$ cat src/rtl/hamming_decoder_if.sv
// Byte-in / word-out handshake bundle for the SECDED Hamming decoder.
interface hamming_decoder_if;
  logic [7:0]  in_byte;
  logic        in_valid;
  logic        in_ready;
  logic [10:0] out_data;
  logic [3:0]  out_syn;
  logic [1:0]  out_status;
  logic        out_valid;
  logic        out_ready;

  modport slave (
    input  in_byte, in_valid, out_ready,
    output in_ready, out_data, out_syn, out_status, out_valid
  );

  modport master (
    output in_byte, in_valid, out_ready,
    input  in_ready, out_data, out_syn, out_status, out_valid
  );
endinterface

$ cat src/rtl/hamming_decoder.sv
// Byte-serial SECDED (16,11) Hamming decoder: high byte then low byte in, data+status out.
// Optional saturating error counters are built when HAMMING_ERR_CNT_EN is defined.
module hamming_decoder #(
  parameter int CNT_W = 8
) (
  input  logic             clk,
  input  logic             reset,
  input  logic             sync,
  hamming_decoder_if.slave bus,
  output logic [CNT_W-1:0] sec_cnt,
  output logic [CNT_W-1:0] ded_cnt
);
  typedef enum logic [1:0] {WAIT_HI, WAIT_LO, OUT} state_e;

  state_e      state_q, state_d;
  logic [7:0]  hi_q, hi_d;
  logic [10:0] data_q, data_d;
  logic [3:0]  syn_q, syn_d;
  logic [1:0]  st_q, st_d;

  logic [15:0] cw, fix;
  logic [3:0]  syn;
  logic        par;
  logic [1:0]  st;
  logic [10:0] dec;
  logic        in_rdy, out_vld, load;

  // Word bit i is codeword position i, so syndrome masks follow the index bits.
  always_comb begin
    cw     = {hi_q, bus.in_byte};
    syn[0] = ^(cw & 16'hAAAA);
    syn[1] = ^(cw & 16'hCCCC);
    syn[2] = ^(cw & 16'hF0F0);
    syn[3] = ^(cw & 16'hFF00);
    par    = ^cw;
    fix    = cw;
    if (par) fix[syn] = ~cw[syn];
    dec    = {fix[15:9], fix[7:5], fix[3]};
    if (par)            st = 2'b01;
    else if (syn != '0) st = 2'b10;
    else                st = 2'b00;
  end

  always_comb begin
    state_d = state_q;
    hi_d    = hi_q;
    in_rdy  = 1'b0;
    out_vld = 1'b0;
    load    = 1'b0;
    case (state_q)
      WAIT_HI: begin
        in_rdy = 1'b1;
        if (bus.in_valid) begin
          hi_d    = bus.in_byte;
          state_d = WAIT_LO;
        end
      end
      WAIT_LO: begin
        in_rdy = 1'b1;
        if (bus.in_valid) begin
          load    = 1'b1;
          state_d = OUT;
        end
      end
      OUT: begin
        out_vld = 1'b1;
        if (bus.out_ready) state_d = WAIT_HI;
      end
      default: state_d = WAIT_HI;
    endcase
    // Flush wins over any handshake in flight, including a low-byte accept.
    if (sync) begin
      state_d = WAIT_HI;
      hi_d    = '0;
      load    = 1'b0;
    end
  end

  always_comb begin
    data_d = load ? dec : data_q;
    syn_d  = load ? syn : syn_q;
    st_d   = load ? st  : st_q;
  end

  always_ff @(posedge clk or posedge reset) begin
    if (reset) begin
      state_q <= WAIT_HI;
      hi_q    <= '0;
      data_q  <= '0;
      syn_q   <= '0;
      st_q    <= '0;
    end else begin
      state_q <= state_d;
      hi_q    <= hi_d;
      data_q  <= data_d;
      syn_q   <= syn_d;
      st_q    <= st_d;
    end
  end

  assign bus.in_ready   = in_rdy;
  assign bus.out_valid  = out_vld;
  assign bus.out_data   = data_q;
  assign bus.out_syn    = syn_q;
  assign bus.out_status = st_q;

`ifdef HAMMING_ERR_CNT_EN
  logic [CNT_W-1:0] sec_q, sec_d, ded_q, ded_d;

  always_comb begin
    sec_d = sec_q;
    ded_d = ded_q;
    if (load && st == 2'b01 && sec_q != '1) sec_d = sec_q + 1'b1;
    if (load && st == 2'b10 && ded_q != '1) ded_d = ded_q + 1'b1;
  end

  always_ff @(posedge clk or posedge reset) begin
    if (reset) begin
      sec_q <= '0;
      ded_q <= '0;
    end else begin
      sec_q <= sec_d;
      ded_q <= ded_d;
    end
  end

  assign sec_cnt = sec_q;
  assign ded_cnt = ded_q;
`else
  assign sec_cnt = '0;
  assign ded_cnt = '0;
`endif
endmodule

$ cat src/flat_wrapper.sv
// flat-port wrapper written by rule: the top's interface ports become plain ports
module hamming_decoder_flat 
#(
  parameter int CNT_W = 8
)
  (clk, reset, sync, sec_cnt, ded_cnt, bus_in_byte, bus_in_valid, bus_out_ready, bus_in_ready, bus_out_data, bus_out_syn, bus_out_status, bus_out_valid);
  hamming_decoder_if bus_i ();
  input  logic clk;
  input  logic reset;
  input  logic sync;
  output logic [CNT_W-1:0] sec_cnt;
  output logic [CNT_W-1:0] ded_cnt;
  input wire logic [$bits(bus_i.in_byte)-1:0] bus_in_byte;
  input wire logic [$bits(bus_i.in_valid)-1:0] bus_in_valid;
  input wire logic [$bits(bus_i.out_ready)-1:0] bus_out_ready;
  output wire logic [$bits(bus_i.in_ready)-1:0] bus_in_ready;
  output wire logic [$bits(bus_i.out_data)-1:0] bus_out_data;
  output wire logic [$bits(bus_i.out_syn)-1:0] bus_out_syn;
  output wire logic [$bits(bus_i.out_status)-1:0] bus_out_status;
  output wire logic [$bits(bus_i.out_valid)-1:0] bus_out_valid;
  assign bus_i.in_byte = bus_in_byte;
  assign bus_i.in_valid = bus_in_valid;
  assign bus_i.out_ready = bus_out_ready;
  assign bus_in_ready = bus_i.in_ready;
  assign bus_out_data = bus_i.out_data;
  assign bus_out_syn = bus_i.out_syn;
  assign bus_out_status = bus_i.out_status;
  assign bus_out_valid = bus_i.out_valid;
  hamming_decoder #(.CNT_W(CNT_W)) u_core (.clk(clk), .reset(reset), .sync(sync), .bus(bus_i), .sec_cnt(sec_cnt), .ded_cnt(ded_cnt));
endmodule
$ cat config.mk
export PLATFORM = sky130hd
export DESIGN_NAME = hamming_decoder_flat
export DESIGN_NICKNAME = d
export VERILOG_FILES = /design/src/rtl/hamming_decoder_if.sv /design/src/rtl/hamming_decoder.sv /design/src/flat_wrapper.sv
export SDC_FILE = /design/constraint.sdc
export NUM_CORES = 1
export LEC_CHECK = 0
export ABC_AREA = 1
export CORE_MARGIN = 2
export CORE_UTILIZATION = 40
export CTS_CLUSTER_SIZE = 30
export DETAILED_ROUTE_END_ITERATION = 8
export PLACE_DENSITY = 0.66
export SYNTH_ARGS = -nofsm -noshare
export SYNTH_HDL_FRONTEND = slang
export SYNTH_SLANG_ARGS = --single-unit
$ cat constraint.sdc
create_clock -name clk -period 4.5 [get_ports clk]
set_input_delay 0.9 -clock clk [delete_from_list [all_inputs] [get_ports clk]]
set_output_delay 0.9 -clock clk [all_outputs]
set_load 0.01 [all_outputs]
==> reports/results.ini, run 1 <==
[floorplanning]
rows=26
die-width_um=75.5
io_pins=48
floorplan.die.height_um=75.5
core-area_sq_um=5010
floorplan.die_area_sq_um=5700
floorplan.initialDensity_pct=40.8

[clocking]
insertion_delay_ns=0.27
post-cts-setup-buffers=0
cts_sinks=27
cts_inserted_buffers=3
cts.hold.buffers_added=0
cts_root_buf=clkbuf_8
number_of_h_tree_levels=1
ctsLongestPathBuffers=2
cts_tree=built
path_clk_slew_ns=0.08
cts_repair_resize_count=0

[critical_path]
setup.worst_path.class=in2reg
count_of_buffering_cells_on_the_critical_path_with_inverters_included=2
required_arrival_time_at_the_worst_endpoint_ns=4.66
worstPathMaxFanout=11
cp_data_arrival_time_ns=3.37
path_delay_family=simple AND/OR/NAND/NOR gates
sequence_of_cells_on_the_critical_path=clkdlybuf4s50_1, inv_1, nand2_1, nand2_1, nand2_1, nand2_1, nand2_1, nand2_1, nand2_1, nand2_1, nand2_1, nand3_1, nand3_1, nand3_1, nand2_1, nand2_1
critPathCaptureType=flip-flop
worst_path_max_delay_cell=clkdlybuf4s50_1
critPathMostFrequentCell=nand2_1
cpPeakStageDelay_ns=0.63
critical_path.startpoint_type=input pin

[cells_and_area]
most_common_cell_after_layout_fill_and_taps_aside=nand2_1
layout-area-overhead-vs-synth_pct=17.7
n_antenna_cell=0
regArea_sq_um=676
layout.cells.most_common_list=nand2_1, inv_1, nand3_1
multiInputGateArea_sq_um=1150
fillCellCount=551
final_layout_size_suffix_gt1_share_pct=3.59
layout.nets=348
final_cell_count_no_fill=404

[power]
power.ir.vdd_worst_v=0.000200
power_density_nw_per_um2=418
p_total_mw=1.01
total_leakage_power_nw=1.24

[sta]
setup-violations-final=0
post-route-period-util_pct=71.2
slew_headroom_pct=28.1
layout_min_cycle_time_ns=3.21
transition_time_of_the_tightest_slew_check_pin_ns=1.08
skew_ns=0.00121
finalSetupTns_ns=0
report.final.hold_viol_count=0
grt_setup_unrepaired=no
max_freq_mhz=312
slew_viol_final=0

[logic_synthesis]
postSynthAreaPerCell_sq_um=6.73
ys_seq_area_share_pct=33.0
yosys_warnings=0
postSynthRegisterBits=27
synthDistinctLibCells=23
netlist_area_sq_um=2040
syn-instance-count=304

[global_route]
grt_pass1_wl_um=7950
number_of_antenna_violations_at_the_first_check_in_global_routing=0
grt_pass1_vias=1699
grt_start_max_net_pins=32
grt_usage_pct=18.2
globalRoute.totalOverflow=0

[routing]
dr_total_vias=1848
detail_route.vias_per_cell=4.57
postRouteWirelength_um=4580
postRouteAntennaNets=0
detailedRoute.firstPassIterationCount=5
wire_per_inst_um=11.3
detailedRoute.firstIterationViolations=162
remaining_drc_errors=0

[run_status]
run_status=finished clean

[hold_path]
worst_hold_path_type=reg2reg

[place]
hpwl_um=3640
globalplace.congestion=0.975
placedCellCount=400
buffers_on_ports=31

[job]
drv_cap=0

## final timing paths
path,to,slack [ns],from,cells after the start
worst max register to register,u_core.bus.out_data[8],2.10,u_core.hi_q[7],16
max in group asynchronous,u_core.hi_q[0],2.75,reset,2
worst min register to register,u_core.bus.out_data[6],0.48,u_core.bus.out_data[6],2
min in group asynchronous,u_core.bus.out_data[6],1.16,reset,2
worst max-delay path,u_core.bus.out_data[8],1.29,bus_in_byte[3],16
worst min-delay path,u_core.bus.out_data[6],0.48,u_core.bus.out_data[6],2
## cell type report
cell class                      instances  area share (%)
Tap cell                               70            3.64
Clock buffer                            4            1.87
Timing Repair Buffer                   32            13.2
Multi-Input combinational cell        236            47.8
Sequential cell                        27            28.1
Inverter                               35            5.46
## cell usage after synthesis
cell | instances | area, sq um
o41ai_1 | 1 | 8.76
o22ai_1 | 3 | 18.8
xor2_2 | 2 | 32.5
xor2_1 | 4 | 35.0
nor2_1 | 29 | 109
o21ai_0 | 11 | 55.1
conb_1 | 1 | 3.75
nand3_1 | 33 | 165
clkbuf_1 | 3 | 11.3
dfrtp_1 | 27 | 676
xnor2_1 | 11 | 96.3
buf_4 | 17 | 128
nor3_1 | 2 | 10.0
nand2_1 | 110 | 413
xnor2_2 | 2 | 32.5
clkinv_1 | 1 | 3.75
inv_2 | 1 | 3.75
a21oi_1 | 6 | 30.0
inv_1 | 33 | 124
xnor2_4 | 2 | 55.1
nand2_2 | 1 | 6.26
nand3b_1 | 3 | 22.5
buf_2 | 1 | 5.00
## kinds of logic (layout without fill, tap and decap cells)
family / after synthesis / count (layout) / synth area share [%]
AND/OR/NAND/NOR: 178 / 178 / 35.5
buffers and inverters: 56 / 71 / 13.5
flip-flops: 27 / 27 / 33.0
AO/OA/AOI/OAI: 21 / 21 / 5.51
XOR/XNOR: 21 / 21 / 12.3
other: 1 / 16 / 0.183
## stage by stage
stage	hold WS [ns]	utilization, %	setup slack (ns)	cell area, sq um
floorplan	0.476	-	2.17	2100
global placement	0.464	47.2	1.11	2360
detailed placement	0.465	47.2	1.03	2360
CTS	0.490	48.1	1.32	2410
global route	0.506	48.1	1.01	2410
finish	0.484	48.1	1.29	2410
## per-layer routing
metal  vias up  global-route usage [%]  wire (um)  part of all wire, %
met5         -                       0          0                    0
met4         0                    3.31         61                  1.3
met3         7                    3.57        292                  6.4
met2        59                    31.2       2150                   47
met1       814                    24.0       2080                   45
li1        968                       -          -                    -
## state kept, by name, indices dropped and copies added, names as in the netlist
register and count:
u_core.bus.out_syn 4, u_core.state_q 2, u_core.bus.out_data 11, u_core.bus.out_status 2, u_core.hi_q 8
## worst min-delay path, stage by stage, from the launching register on
cell     delay [ns]
dfrtp_1        0.35
nand2_1        0.06
nand2_1        0.05
## report_power, final
part | switching [mW] | internal [mW]
Combinational | 0.313 | 0.225
Clock | 0.0699 | 0.0634
Sequential | 0.0336 | 0.301
Total | 0.417 | 0.590
No activity file was read; power rests on OpenSTA's default activity.
==> run 2, diff against run 1 <==
==> constraint.sdc (replaced) <==
create_clock -name clk -period 3.2 [get_ports clk]
set_input_delay 0.64 -clock clk [delete_from_list [all_inputs] [get_ports clk]]
set_output_delay 0.64 -clock clk [all_outputs]
set_load 0.01 [all_outputs]
==> run 2 against run 1 <==
Effect of this change:
- sequential power is 40% higher
- register-to-register slack worse by 1.3 ns
- total power increased by 42%
- flip-flop and latch count is the same
- setup slack lost 0.94 ns
- clock skew grew 0.00050 ns
- critical path type unchanged
- largest power group unchanged
- highest routed layer unchanged
==> reports/results.ini, run 2 (synthesis gave the netlist of run 1 again) <==
[run_status]
run_status=finished clean

[clocking]
cts_root_buf=clkbuf_8
insertion_delay_ns=0.27  ; about the same
ctsLongestPathBuffers=2  ; unchanged
cts.hold.buffers_added=0  ; unchanged
cts_sinks=27  ; unchanged
cts_tree=built
cts_inserted_buffers=3  ; unchanged
number_of_h_tree_levels=1  ; unchanged
path_clk_slew_ns=0.08  ; about the same
post-cts-setup-buffers=0  ; unchanged
cts_repair_resize_count=0  ; unchanged

[sta]
report.final.hold_viol_count=0  ; unchanged
finalSetupTns_ns=0  ; unchanged
setup-violations-final=0  ; unchanged
layout_min_cycle_time_ns=2.85
grt_setup_unrepaired=no
worst_slack_ns=0.350  ; -0.944 ns
max_freq_mhz=351
slew_viol_final=0  ; unchanged
skew_ns=0.00171  ; +0.000503 ns
timing.hold.ws_ns=0.487  ; +0.00298 ns
post-route-period-util_pct=89.1

[routing]
detailedRoute.firstIterationViolations=164  ; +1.2%
wire_per_inst_um=11.4  ; +0.76%
wirelength_met1_um=2030  ; -2.3%
detail_route.vias_per_cell=4.63  ; +1.3%
remaining_drc_errors=0  ; unchanged
wl_met2_um=2260  ; +5.3%
postRouteWirelength_um=4650  ; +1.5%
dr_total_vias=1886  ; +2.1%
maxUsedRoutingLayer=met4
detailedRoute.firstPassIterationCount=5  ; unchanged
postRouteAntennaNets=0  ; unchanged
wl_met3_um=294  ; +0.68%

[critical_path]
path_delay_family=simple AND/OR/NAND/NOR gates
cp_data_arrival_time_ns=3.02  ; -0.35 ns
required_arrival_time_at_the_worst_endpoint_ns=3.37  ; -1.29 ns
critical_path.startpoint_type=input pin
setup.worst_path.class=in2reg
critPathCaptureType=flip-flop
cpPeakStageDelay_ns=0.62  ; about the same
count_of_buffering_cells_on_the_critical_path_with_inverters_included=2  ; unchanged
worstPathMaxFanout=11  ; unchanged
critPathMostFrequentCell=nand2_1
worst_path_max_delay_cell=clkdlybuf4s50_1
sequence_of_cells_on_the_critical_path=clkdlybuf4s50_1, inv_1, nand2_1, nand2_1, nand2_1, nand2_1, nand2_1, nand2_1, nand2_1, nand2_1, nand2_1, nand3_1, nand3_1, nand3_1, nand2_1, nand2_1

[global_route]
grt_pass1_vias=1762  ; +3.7%
grt_usage_pct=17.8  ; -0.35 points
grt_pass1_wl_um=7900  ; -0.60%
grt_start_max_net_pins=36  ; +13%
number_of_antenna_violations_at_the_first_check_in_global_routing=0  ; unchanged
globalRoute.totalOverflow=0  ; unchanged

[floorplanning]
rows=26  ; unchanged
floorplan.die_area_sq_um=5700  ; unchanged
io_pins=48  ; unchanged
core-area_sq_um=5010  ; unchanged
floorplan.die.height_um=75.5  ; unchanged
die-width_um=75.5  ; unchanged
floorplan.initialDensity_pct=40.8  ; unchanged

[power]
total_leakage_power_nw=1.25  ; +1.1%
power_density_nw_per_um2=587  ; +40%
power.ir.vdd_worst_v=0.000277  ; +38%

[place]
buffers_on_ports=31  ; unchanged
post-place-ws_ns=0.0981  ; -0.928 ns
placement.cell_area_sq_um=2380  ; +0.95%
hpwl_um=3690  ; +1.2%
globalplace.congestion=0.945  ; -3.0%

[cells_and_area]
most_common_cell_after_layout_fill_and_taps_aside=nand2_1
largest_register_ffs=11  ; unchanged
design_area_sq_um=2430  ; +0.94%
layout-area-overhead-vs-synth_pct=18.8
final_layout_size_suffix_gt1_share_pct=4.45  ; +0.86 points
fillCellCount=546  ; -0.91%
layout.cells.most_common_list=nand2_1, inv_1, nand3_1
layout.nets=351  ; +0.86%
n_antenna_cell=0  ; unchanged

[job]
drv_cap=0  ; unchanged

[hold_path]
worst_hold_path_type=reg2reg

==> run 2: cell types whose count changed in the layout (fill, tap and decap cells not counted) <==
cell / change
buf_4: +3
==> run 2: metal layers <==
layer / vias to the layer above / GRT usage (%)
met5: - / 0
met4: 0 / 3.51
met3: 14 / 3.31
met2: 72 / 31.0
met1: 825 / 23.2
li1: 975 / -
==> run 2: worst reg2reg max path, stage by stage, from the launching register on <==
cell     delay (ns)
dfrtp_1        0.43
inv_1          0.17
nand2_1        0.07
nand2_1        0.11
inv_1          0.05
nand2_1        0.07
nand2_1        0.07
nand2_1        0.19
nand2_1        0.20
nand2_1        0.10
nand2_1        0.05
nand2_1        0.05
nand3_1        0.08
nand3_1        0.33
nand3_1        0.11
nand2_1        0.11
nand2_1        0.06
==> run 2: worst paths after layout <==
check	start	to	slack, ns	cells after the start
setup / recovery	bus_in_byte[3]	u_core.bus.out_data[7]	0.35	16
hold / removal	u_core.bus.out_data[6]	u_core.bus.out_data[6]	0.49	2
setup reg to reg	u_core.hi_q[7]	u_core.bus.out_data[7]	0.83	16
hold reg to reg	u_core.bus.out_data[6]	u_core.bus.out_data[6]	0.49	2
max in group asynchronous	reset	u_core.bus.out_data[8]	2.23	3
min in group asynchronous	reset	u_core.bus.out_data[6]	0.72	3
==> run 2: report_power, final <==
part | internal, mW | switching (mW)
clock network | 0.0892 | 0.0998
registers | 0.423 | 0.0465
logic | 0.326 | 0.443
==> run 2: area by class of cell <==
type,count,area [sq um],share of cell area (%)
well taps,70,87.6,3.60
repair buffers,35,340,14.0
multi-input cells,236,1150,47.3
clock buffers,4,45.0,1.85
inverters,35,131,5.41
flip-flops and latches,27,676,27.8
==> run 2: metrics by stage <==
stage	utilization (%)	power, mW	instances
after global placement	47.6	1.24	403
after CTS	48.5	1.44	407
final	48.5	1.43	407
after detailed placement	47.6	1.25	403
after floorplan	-	0.993	319
after global routing	48.5	1.56	407
==> variant, RTL diff (flow settings as in run 2) <==
Build with the macro `HAMMING_ERR_CNT_EN` defined.
--- a/src/rtl/hamming_decoder.sv
+++ b/src/rtl/hamming_decoder.sv
@@ -1,4 +1,6 @@
 // Byte-serial SECDED (16,11) Hamming decoder: high byte then low byte in, data+status out.
 // Optional saturating error counters are built when HAMMING_ERR_CNT_EN is defined.
+`define HAMMING_ERR_CNT_EN
+
 module hamming_decoder #(
   parameter int CNT_W = 8
Check against the original RTL: not equivalent (a bounded check fails within 4 cycles, from zero or initial values and one cycle with reset high).
==> variant against run 2 <==
Critical path depth did not move; sequential cell count rose by 16; design area rose by 47%; register-to-register slack improved by 0.09 ns; utilization rose by 3.4 points; setup slack improved by 0.050 ns; wire length rose by 39%; area after synthesis rose by 41%; worst hold slack got worse by 0.0040 ns; maximum frequency rose by 1.8%; global-route usage fell by 0.19 points; total power rose by 50%; largest power group unchanged.
==> variant: results (changes against run 2) <==
[place]
placedCellCount=531  ; +32%
io_buffers=47  ; +52%
pre_cts_ws_ns=0.08552  ; -0.01263 ns
routabilityCongestion=0.9358  ; -1.0%
hpwl_mm=4.899  ; +33%

[logic_synthesis]
synth.distinct_cells=30  ; +30%
synth-xor-area-share=0.1163  ; -0.006742
synth.yosys.seq_area_share=0.3731  ; +0.04262
synth_area_per_cell_um2=7.320  ; +8.8%
synth_compound_area_frac=0.06074  ; +0.005658
synthTopCellsByArea=dfrtp_1 37%, nand2_1 19%, nor2_1 5.6%, nand3_1 5.0%, xnor2_1 4.6%
synthAdderAreaFrac=0.008677  ; +0.008677
synth.top_cells.by_count=146 x nand2_1, 43 x dfrtp_1, 43 x nor2_1, 32 x inv_1, 29 x nand3_1

[layout]
nets=457  ; +30%
seqCellArea_um2=1076  ; +59%
drive_gt1_frac=0.09481  ; +0.05030
instances_no_fill=539  ; +32%
fill_cells=678  ; +24%

[grt]
grtUsageMet3=0.02955  ; -0.003521
met2_usage=0.2802  ; -0.02995
grt_pass1_wl_mm=10.82  ; +37%
met1_usage=0.2493  ; +0.01704
globalRouteTotalUtil=0.1762  ; -0.001905
grt_pass1_vias=2312  ; +31%

[run_status]
status=completed

[setup_path]
r2r_start=u_core.hi_q[3]
regToRegSetupSlack_ns=0.92  ; +0.09 ns
r2r-end=u_core.bus.out_data[4]
reg2regPathDepth=15  ; -1

[pwr]
combPwrFrac=0.418  ; -0.121
ir_worst_vdd_mv=0.2126  ; -23%
p_leak_uw=0.001661  ; +33%
seq_power_share=0.349  ; +0.020

[route]
num_vias=2557  ; +36%
drt_wl_total_mm=6.477  ; +39%

[timing]
skew_ns=0.006967  ; +0.005256 ns
hold_ws_ns=0.4834  ; -0.004024 ns

[clock_network]
htree_levels=2  ; +1
cts_buffers=5  ; +2

==> variant: changes by cell type after synthesis, sizes merged, moves of 2 or more <==
cell | run 2 | this run
nand4 | 0 | 4
a21oi | 6 | 0
xnor2 | 15 | 19
ha | 0 | 2
nor2 | 29 | 46
nor3 | 2 | 4
nand3 | 33 | 31
nand2 | 111 | 157
dfrtp | 27 | 43
inv | 34 | 36
o21ai | 11 | 21
xor2 | 6 | 15
buf | 18 | 5
==> variant: worst max-delay path by stage <==
stage / slack (ns) / from / endpoint / cells after the start
after floorplan: 1.20 / bus_in_byte[7] / u_core.ded_cnt[2] / 10
after global placement: 0.11 / bus_in_byte[3] / u_core.bus.out_data[1] / 16
after detailed placement: 0.09 / bus_in_byte[3] / u_core.bus.out_data[1] / 16
after CTS: 0.41 / bus_in_byte[3] / u_core.bus.out_data[1] / 16
after global routing: 0.05 / bus_in_byte[3] / u_core.bus.out_data[1] / 15
final: 0.40 / bus_in_byte[3] / u_core.bus.out_data[4] / 16
==> variant: area by class of cell <==
cell class,instances,share of cell area
Inverter,36,0.03793
Tap cell,96,0.03372
Sequential cell,43,0.3021
Multi-Input combinational cell,307,0.4528
Clock buffer,6,0.02037
Clock inverter,2,0.01686
Timing Repair Buffer,49,0.1363
==> variant: critical path: stages <==
cell and delay [ns]:
clkdlybuf4s50_1 0.69, inv_2 0.09, nand2_1 0.07, nand2_1 0.07, nand2_1 0.07, nand2_1 0.07, nand2_1 0.13, nand2_1 0.24
nand2_1 0.13, nand2_1 0.05, nand2_1 0.05, nand3_1 0.08, nand3_1 0.33, nand3_1 0.15, nand2_1 0.09, nand2_1 0.05
==> variant: layer usage <==
layer / share of wire / vias to the layer above
met1: 0.48 / 1164
met2: 0.46 / 59
met5: 0 / -
met4: 0.011 / 0
li1: - / 1327
met3: 0.041 / 7
